## src/rtl/tcam_ctrl_pkg.sv

```systemverilog
// Shared types and sizes for the TCAM controller and its helpers.
package tcam_ctrl_pkg;

    localparam int DEPTH = 16;
    localparam int AW    = 4;
    localparam int DW    = 16;

    localparam logic OP_INSERT = 1'b0;
    localparam logic OP_DELETE = 1'b1;

    typedef enum logic [1:0] {
        INIT,
        IDLE,
        WRITE,
        SEARCH
    } state_t;

    typedef enum logic {
        PRIO_UPD,
        PRIO_LK
    } prio_t;

    function automatic logic [AW:0] count_ones(input logic [DEPTH-1:0] v);
        logic [AW:0] n;
        n = '0;
        for (int i = 0; i < DEPTH; i++) begin
            n = n + {{AW{1'b0}}, v[i]};
        end
        return n;
    endfunction

endpackage

```

## src/rtl/tcam_free_finder.sv

```systemverilog
// Finds the lowest-index entry whose valid bit is clear; flags a full table.
module tcam_free_finder
    import tcam_ctrl_pkg::*;
(
    input  logic [DEPTH-1:0] valid,
    output logic [AW-1:0]    free_addr,
    output logic             full
);

    // Scan from the top so the lowest free index is the last one assigned.
    always_comb begin
        free_addr = '0;
        full      = 1'b1;
        for (int i = DEPTH - 1; i >= 0; i--) begin
            if (!valid[i]) begin
                free_addr = AW'(i);
                full      = 1'b0;
            end
        end
    end

endmodule

```

## src/rtl/tcam_ctrl.sv

```systemverilog
// Sequencer and arbiter for a 16x16 ternary CAM: initialises every entry,
// serves update and lookup clients, and masks stale entries via a valid bitmap.
module tcam_ctrl
    import tcam_ctrl_pkg::*;
(
    input  logic          clk,
    input  logic          reset,

    input  logic          upd_valid,
    output logic          upd_ready,
    input  logic          upd_op,
    input  logic          upd_auto,
    input  logic [AW-1:0] upd_addr,
    input  logic [DW-1:0] upd_data,
    input  logic [DW-1:0] upd_mask,
    output logic          upd_rsp_valid,
    output logic [AW-1:0] upd_rsp_addr,
    output logic          upd_rsp_err,

    input  logic          lk_valid,
    output logic          lk_ready,
    input  logic [DW-1:0] lk_key,
    output logic          res_valid,
    output logic          res_hit,
    output logic [AW-1:0] res_addr,

    output logic [AW:0]   occ_count,
    output logic          busy,

    output logic [DW-1:0] tcam_data,
    output logic [DW-1:0] tcam_dontcare,
    output logic          tcam_write_readN,
    output logic [AW-1:0] tcam_write_address,
    output logic          tcam_resetN,
    input  logic [AW-1:0] tcam_found_address,
    input  logic          tcam_found_any
);

    state_t           state;
    prio_t            prio;
    logic [AW-1:0]    init_cnt;
    logic [DEPTH-1:0] valid;

    logic             op_q;
    logic             err_q;
    logic [AW-1:0]    addr_q;
    logic [DW-1:0]    data_q;
    logic [DW-1:0]    mask_q;
    logic [DW-1:0]    key_q;

    logic [AW-1:0]    free_addr;
    logic             full;
    logic             upd_fire;
    logic             lk_fire;
    logic             both_req;
    logic             auto_ins;
    logic             search_hit;

    tcam_free_finder u_free_finder (
        .valid     (valid),
        .free_addr (free_addr),
        .full      (full)
    );

    assign upd_ready  = (state == IDLE) && (!lk_valid  || prio == PRIO_UPD);
    assign lk_ready   = (state == IDLE) && (!upd_valid || prio == PRIO_LK);
    assign upd_fire   = upd_valid && upd_ready;
    assign lk_fire    = lk_valid && lk_ready;
    assign both_req   = upd_valid && lk_valid;
    assign auto_ins   = (upd_op == OP_INSERT) && upd_auto;
    assign search_hit = tcam_found_any && valid[tcam_found_address];

    assign busy        = (state != IDLE);
    assign occ_count   = count_ones(valid);
    assign tcam_resetN = ~reset;

    // The TCAM drive is decoded from registered state; the write strobe is held
    // off while reset is asserted so the array only sees writes out of reset.
    always_comb begin
        // NOTE: every output gets a default first so no path infers a latch.
        tcam_write_readN   = 1'b0;
        tcam_write_address = addr_q;
        tcam_data          = key_q;
        tcam_dontcare      = '0;
        case (state)
            INIT: begin
                tcam_write_readN   = !reset;
                tcam_write_address = init_cnt;
                tcam_data          = '0;
            end
            WRITE: begin
                tcam_write_readN = !err_q;
                tcam_data        = data_q;
                tcam_dontcare    = mask_q;
            end
            default: ;
        endcase
    end

    always_ff @(posedge clk) begin
        // NOTE: all state here uses non-blocking assignments so every register
        // samples pre-edge values regardless of statement order.
        if (reset) begin
            state         <= INIT;
            prio          <= PRIO_UPD;
            init_cnt      <= '0;
            valid         <= '0;
            op_q          <= OP_INSERT;
            err_q         <= 1'b0;
            addr_q        <= '0;
            data_q        <= '0;
            mask_q        <= '0;
            key_q         <= '0;
            upd_rsp_valid <= 1'b0;
            upd_rsp_addr  <= '0;
            upd_rsp_err   <= 1'b0;
            res_valid     <= 1'b0;
            res_hit       <= 1'b0;
            res_addr      <= '0;
        end else begin
            upd_rsp_valid <= 1'b0;
            res_valid     <= 1'b0;
            case (state)
                INIT: begin
                    init_cnt <= init_cnt + 1'b1;
                    if (init_cnt == AW'(DEPTH - 1)) state <= IDLE;
                end
                IDLE: begin
                    if (upd_fire) begin
                        state  <= WRITE;
                        op_q   <= upd_op;
                        err_q  <= auto_ins && full;
                        addr_q <= auto_ins ? free_addr : upd_addr;
                        data_q <= (upd_op == OP_DELETE) ? '0 : upd_data;
                        mask_q <= (upd_op == OP_DELETE) ? '0 : upd_mask;
                        if (both_req) prio <= PRIO_LK;
                    end else if (lk_fire) begin
                        state <= SEARCH;
                        key_q <= lk_key;
                        if (both_req) prio <= PRIO_UPD;
                    end
                end
                WRITE: begin
                    state         <= IDLE;
                    upd_rsp_valid <= 1'b1;
                    upd_rsp_err   <= err_q;
                    upd_rsp_addr  <= addr_q;
                    if (!err_q) valid[addr_q] <= (op_q == OP_INSERT);
                end
                SEARCH: begin
                    state     <= IDLE;
                    res_valid <= 1'b1;
                    res_hit   <= search_hit;
                    res_addr  <= search_hit ? tcam_found_address : '0;
                end
                default: state <= INIT;
            endcase
        end
    end

endmodule

```

## config.mk

```make
export PLATFORM = sky130hd
export DESIGN_NAME = tcam_ctrl
export DESIGN_NICKNAME = d
export VERILOG_FILES = /design/src/rtl/tcam_ctrl_pkg.sv /design/src/rtl/tcam_free_finder.sv /design/src/rtl/tcam_ctrl.sv
export SDC_FILE = /design/constraint.sdc
export NUM_CORES = 1
export LEC_CHECK = 0
export CAP_MARGIN = 20
export CORE_MARGIN = 2
export CORE_UTILIZATION = 52
export DETAILED_ROUTE_END_ITERATION = 6
export PLACE_DENSITY = 0.91
export REMOVE_ABC_BUFFERS = 1
export SLEW_MARGIN = 20
export SYNTH_ARGS = -nofsm -noshare
export SYNTH_HDL_FRONTEND = slang
export SYNTH_SLANG_ARGS = --single-unit
```

## constraint.sdc

```tcl
create_clock -name clk -period 7.3 [get_ports clk]
set_input_delay 1.825 -clock clk [delete_from_list [all_inputs] [get_ports clk]]
set_output_delay 1.825 -clock clk [all_outputs]
set_load 0.01 [all_outputs]
```

==> impl_metrics.py <==
metrics = {
    "synthesis": {
        "synthArstFlopShare": 0,
        "ys_types": 47,
        "yosys.area.top_type": "dfxtp_1",
        "synthTopCellsByCount": "99 x nand2_1, 89 x dfxtp_1, 74 x a21oi_1, 32 x nand3b_1, 29 x clkbuf_1",
        "syn_area_per_cell_um2": 8.389,
        "synth.top_cell.area_share": 0.4045,
        "synth-edff-count": 0,
        "yosysMostFrequentCell": "nand2_1",
        "ys_seq_area_frac": 0.4045,
        "netlist_area_um2": 4404,
        "ys_top_cells_by_area": "dfxtp_1 40%, nand2_1 8.4%, a21oi_1 8.4%",
        "synthFlopType": "dfxtp_1",
        "ys_ff_latch": 89,
        "synthCells": 525,
        "yosysWarnings": 0,
    },
    "floorplan": {
        "initial_core_util": 0.5360,
        "io_pins": 121,
        "core-area_um2": 8217,
        "die_y_um": 96.03,
        "fp-row-count": 33,
        "die_area_um2": 9222,
        "die_w_um": 96.03,
    },
    "run": {
        "maxCapViolCount": 0,
    },
    "power_and_ir_drop": {
        "pwr_density_cell_nw_per_um2": 149.0,
        "combPwrFrac": 0.075,
        "p_seq_frac": 0.566,
        "p_int_mw": 0.6537,
        "swShare": 0.2426,
        "p_switching_mw": 0.2094,
        "peakVddDrop_mv": 0.1089,
        "p_leak_nw": 1.998,
        "clock_power_share": 0.359,
    },
    "outcome": {
        "violations": "design-rule violations",
        "outcome": "finished with violations",
    },
    "min_path": {
        "worstHoldStart": "mask_q[10]",
        "hold_path_class": "flip-flop to flip-flop",
    },
    "sta": {
        "min_period_ps": 6103,
        "rsz0062_at_grt": "false",
        "fin_setup_tns_ps": 0,
        "min_period_over_period": 0.8361,
        "fmax_mhz": 163.8,
        "finalHoldViolations": 0,
        "worstMarginPinSlew_ps": 913.3,
        "fin_ws_ps": 1197,
        "maxSlewHeadroom": 0.3896,
        "fin_worst_skew_ps": 14.02,
        "setup_viol": 0,
        "finalMaxSlewViolations": 0,
    },
    "placed_design": {
        "hpwl_um": 8751,
        "io_buffers": 120,
        "gp_congestion": 0.9230,
        "dp_worst_setup_slack_ps": 1572,
    },
    "detailed_routing": {
        "dr_total_vias": 4279,
        "drc_errors": 7,
        "wl_per_cell_um": 17.24,
        "antenna_left": 0,
        "vias_per_cell": 5.838,
        "drt_iter0_markers": 341,
        "drt-total-wl_um": 12640,
        "first_pass_iters": 7,
    },
    "critical_path": {
        "timing.critical_path.from": "valid[5]",
        "timing.rr.start": "state[0]",
        "start_kind": "flip-flop",
        "required_ps": 5480,
        "arrival_ps": 4280,
        "endpoint_kind": "output port",
        "path_class": "flip-flop to output port",
        "cp_max_fo": 7,
    },
    "global_routing": {
        "grt_max_degree": 80,
        "grt_pass1_wl_um": 19600,
        "antenna_found_initial": 0,
        "grtUsageTotal": 0.2724,
        "overflow": 0,
        "grt_pass1_vias": 3992,
    },
    "clocking": {
        "tritoncts.num_buffers": 9,
        "clock-sinks": 89,
        "path_clk_slew_ps": 90,
        "cts_max_level": 3,
        "clockRootBuffer": "clkbuf_8",
        "clock_path_buffers": 2,
        "cts_resized": 0,
        "tritoncts": "built",
        "post-cts-setup-buffers": 0,
        "clkLatencyLatePin_ps": 370,
        "hold_buffers": 0,
    },
    "final_layout": {
        "drive_above_1_share": 0.05573,
        "nets": 702,
        "diodes": 0,
        "fillers": 640,
        "synthToLayoutAreaGrowth_pct": 31.53,
    },
}
-- power by group through the flow --
stage / clock network [mW] / registers [mW] / logic (mW)
6_report: 0.310 / 0.488 / 0.0649
3_5_place_dp: 0 / 0.500 / 0.0640
3_3_place_gp: 0 / 0.499 / 0.0633
5_1_grt: 0.330 / 0.489 / 0.0689
4_1_cts: 0.309 / 0.488 / 0.0644
2_1_floorplan: 0 / 0.499 / 0.0123
-- worst max-delay path, cell delays in order, from the launching register on --
cell and delay [ps]:
dfxtp_1 440, inv_1 100, fa_1 570, fa_1 440, fa_1 500, fa_1 510
inv_1 50, ha_1 200, fa_1 410, xor2_1 160, clkdlybuf4s50_1 550
-- layout by cell type (no fill, tap or decap), drive strengths merged, types with 2 or more instances in the layout --
cell type / netlist / layout
buf: 10 / 7
nor3: 7 / 7
fa: 10 / 10
nand2b: 7 / 7
o311a: 6 / 6
nand2: 99 / 99
mux2i: 6 / 6
nor2: 17 / 17
nand3b: 32 / 32
a211oi: 7 / 7
and3b: 2 / 2
nor2b: 4 / 4
a22o: 15 / 15
inv: 23 / 25
clkinv: 1 / 3
a21oi: 74 / 74
o21ai: 13 / 13
xnor2: 3 / 3
ha: 6 / 6
a21o: 2 / 2
a311oi: 9 / 9
clkbuf: 29 / 11
nand3: 3 / 3
xor2: 3 / 3
mux2: 7 / 7
and2: 19 / 19
nand4: 5 / 5
dfxtp: 89 / 89
clkdlybuf4s50: 0 / 119
-- kinds of logic after synthesis --
| logic type | share of synthesized area |
|---|---|
| and+or+nand+nor | 0.2358 |
| muxes | 0.03665 |
| buffers and inverters | 0.05596 |
| adders and majority gates | 0.06250 |
| xor gates and xnor gates | 0.01193 |
| DFF | 0.4045 |
| AOI/OAI and AO/OA | 0.1926 |
-- per-layer routing --
layer	global-route usage	part of all wire	vias to the layer above	wire length (um)
met5	0	0	-	0
met4	0.1107	0.032	0	408
met3	0.05873	0.074	38	931
met2	0.4560	0.49	199	6194
met1	0.3402	0.40	2026	5102
li1	-	-	2016	-
-- flip-flops by register name (all words and copies together), names as in the netlist --
register,cells
data_q,16
op_q,1
key_q,16
state,2
mask_q,16
upd_rsp_addr,4
init_cnt,4
err_q,1
valid,16
upd_rsp_valid,1
addr_q,4
upd_rsp_err,1
res_hit,1
res_addr,4
prio,1
res_valid,1
-- worst paths after layout --
| path | slack, ps | cells past startpoint | end |
|---|---|---|---|
| setup / recovery | 1200 | 10 | occ_count[2] |
| hold / removal | 450 | 2 | mask_q[10] |
| setup reg to reg | 4790 | 6 | addr_q[0] |
| hold reg to reg | 450 | 2 | mask_q[10] |
-- through the flow --
stage                     area (um2)  std cells  utilization  hold slack [ps]  power (mW)
final                           5793        733       0.7050            448.7      0.8632
after global routing            5793        733       0.7050            467.0      0.8871
after detailed placement        5623        717       0.6843            438.6      0.5635
after global placement          5623        717       0.6843            434.3      0.5627
after CTS                       5793        733       0.7050            451.5      0.8618
after floorplan                 4248        486            -            421.2      0.5114
-- layout make-up --
cell class / instances / area [um2] / share of cell area
Tap cell: 105 / 131.4 / 0.02268
Multi-Input combinational cell: 373 / 2379 / 0.4106
Inverter: 24 / 90.09 / 0.01555
Timing Repair Buffer: 126 / 1241 / 0.2143
Sequential cell: 89 / 1782 / 0.3076
Clock inverter: 5 / 38.79 / 0.006695
Clock buffer: 11 / 131.4 / 0.02268
(Power assumes the default switching activity.)
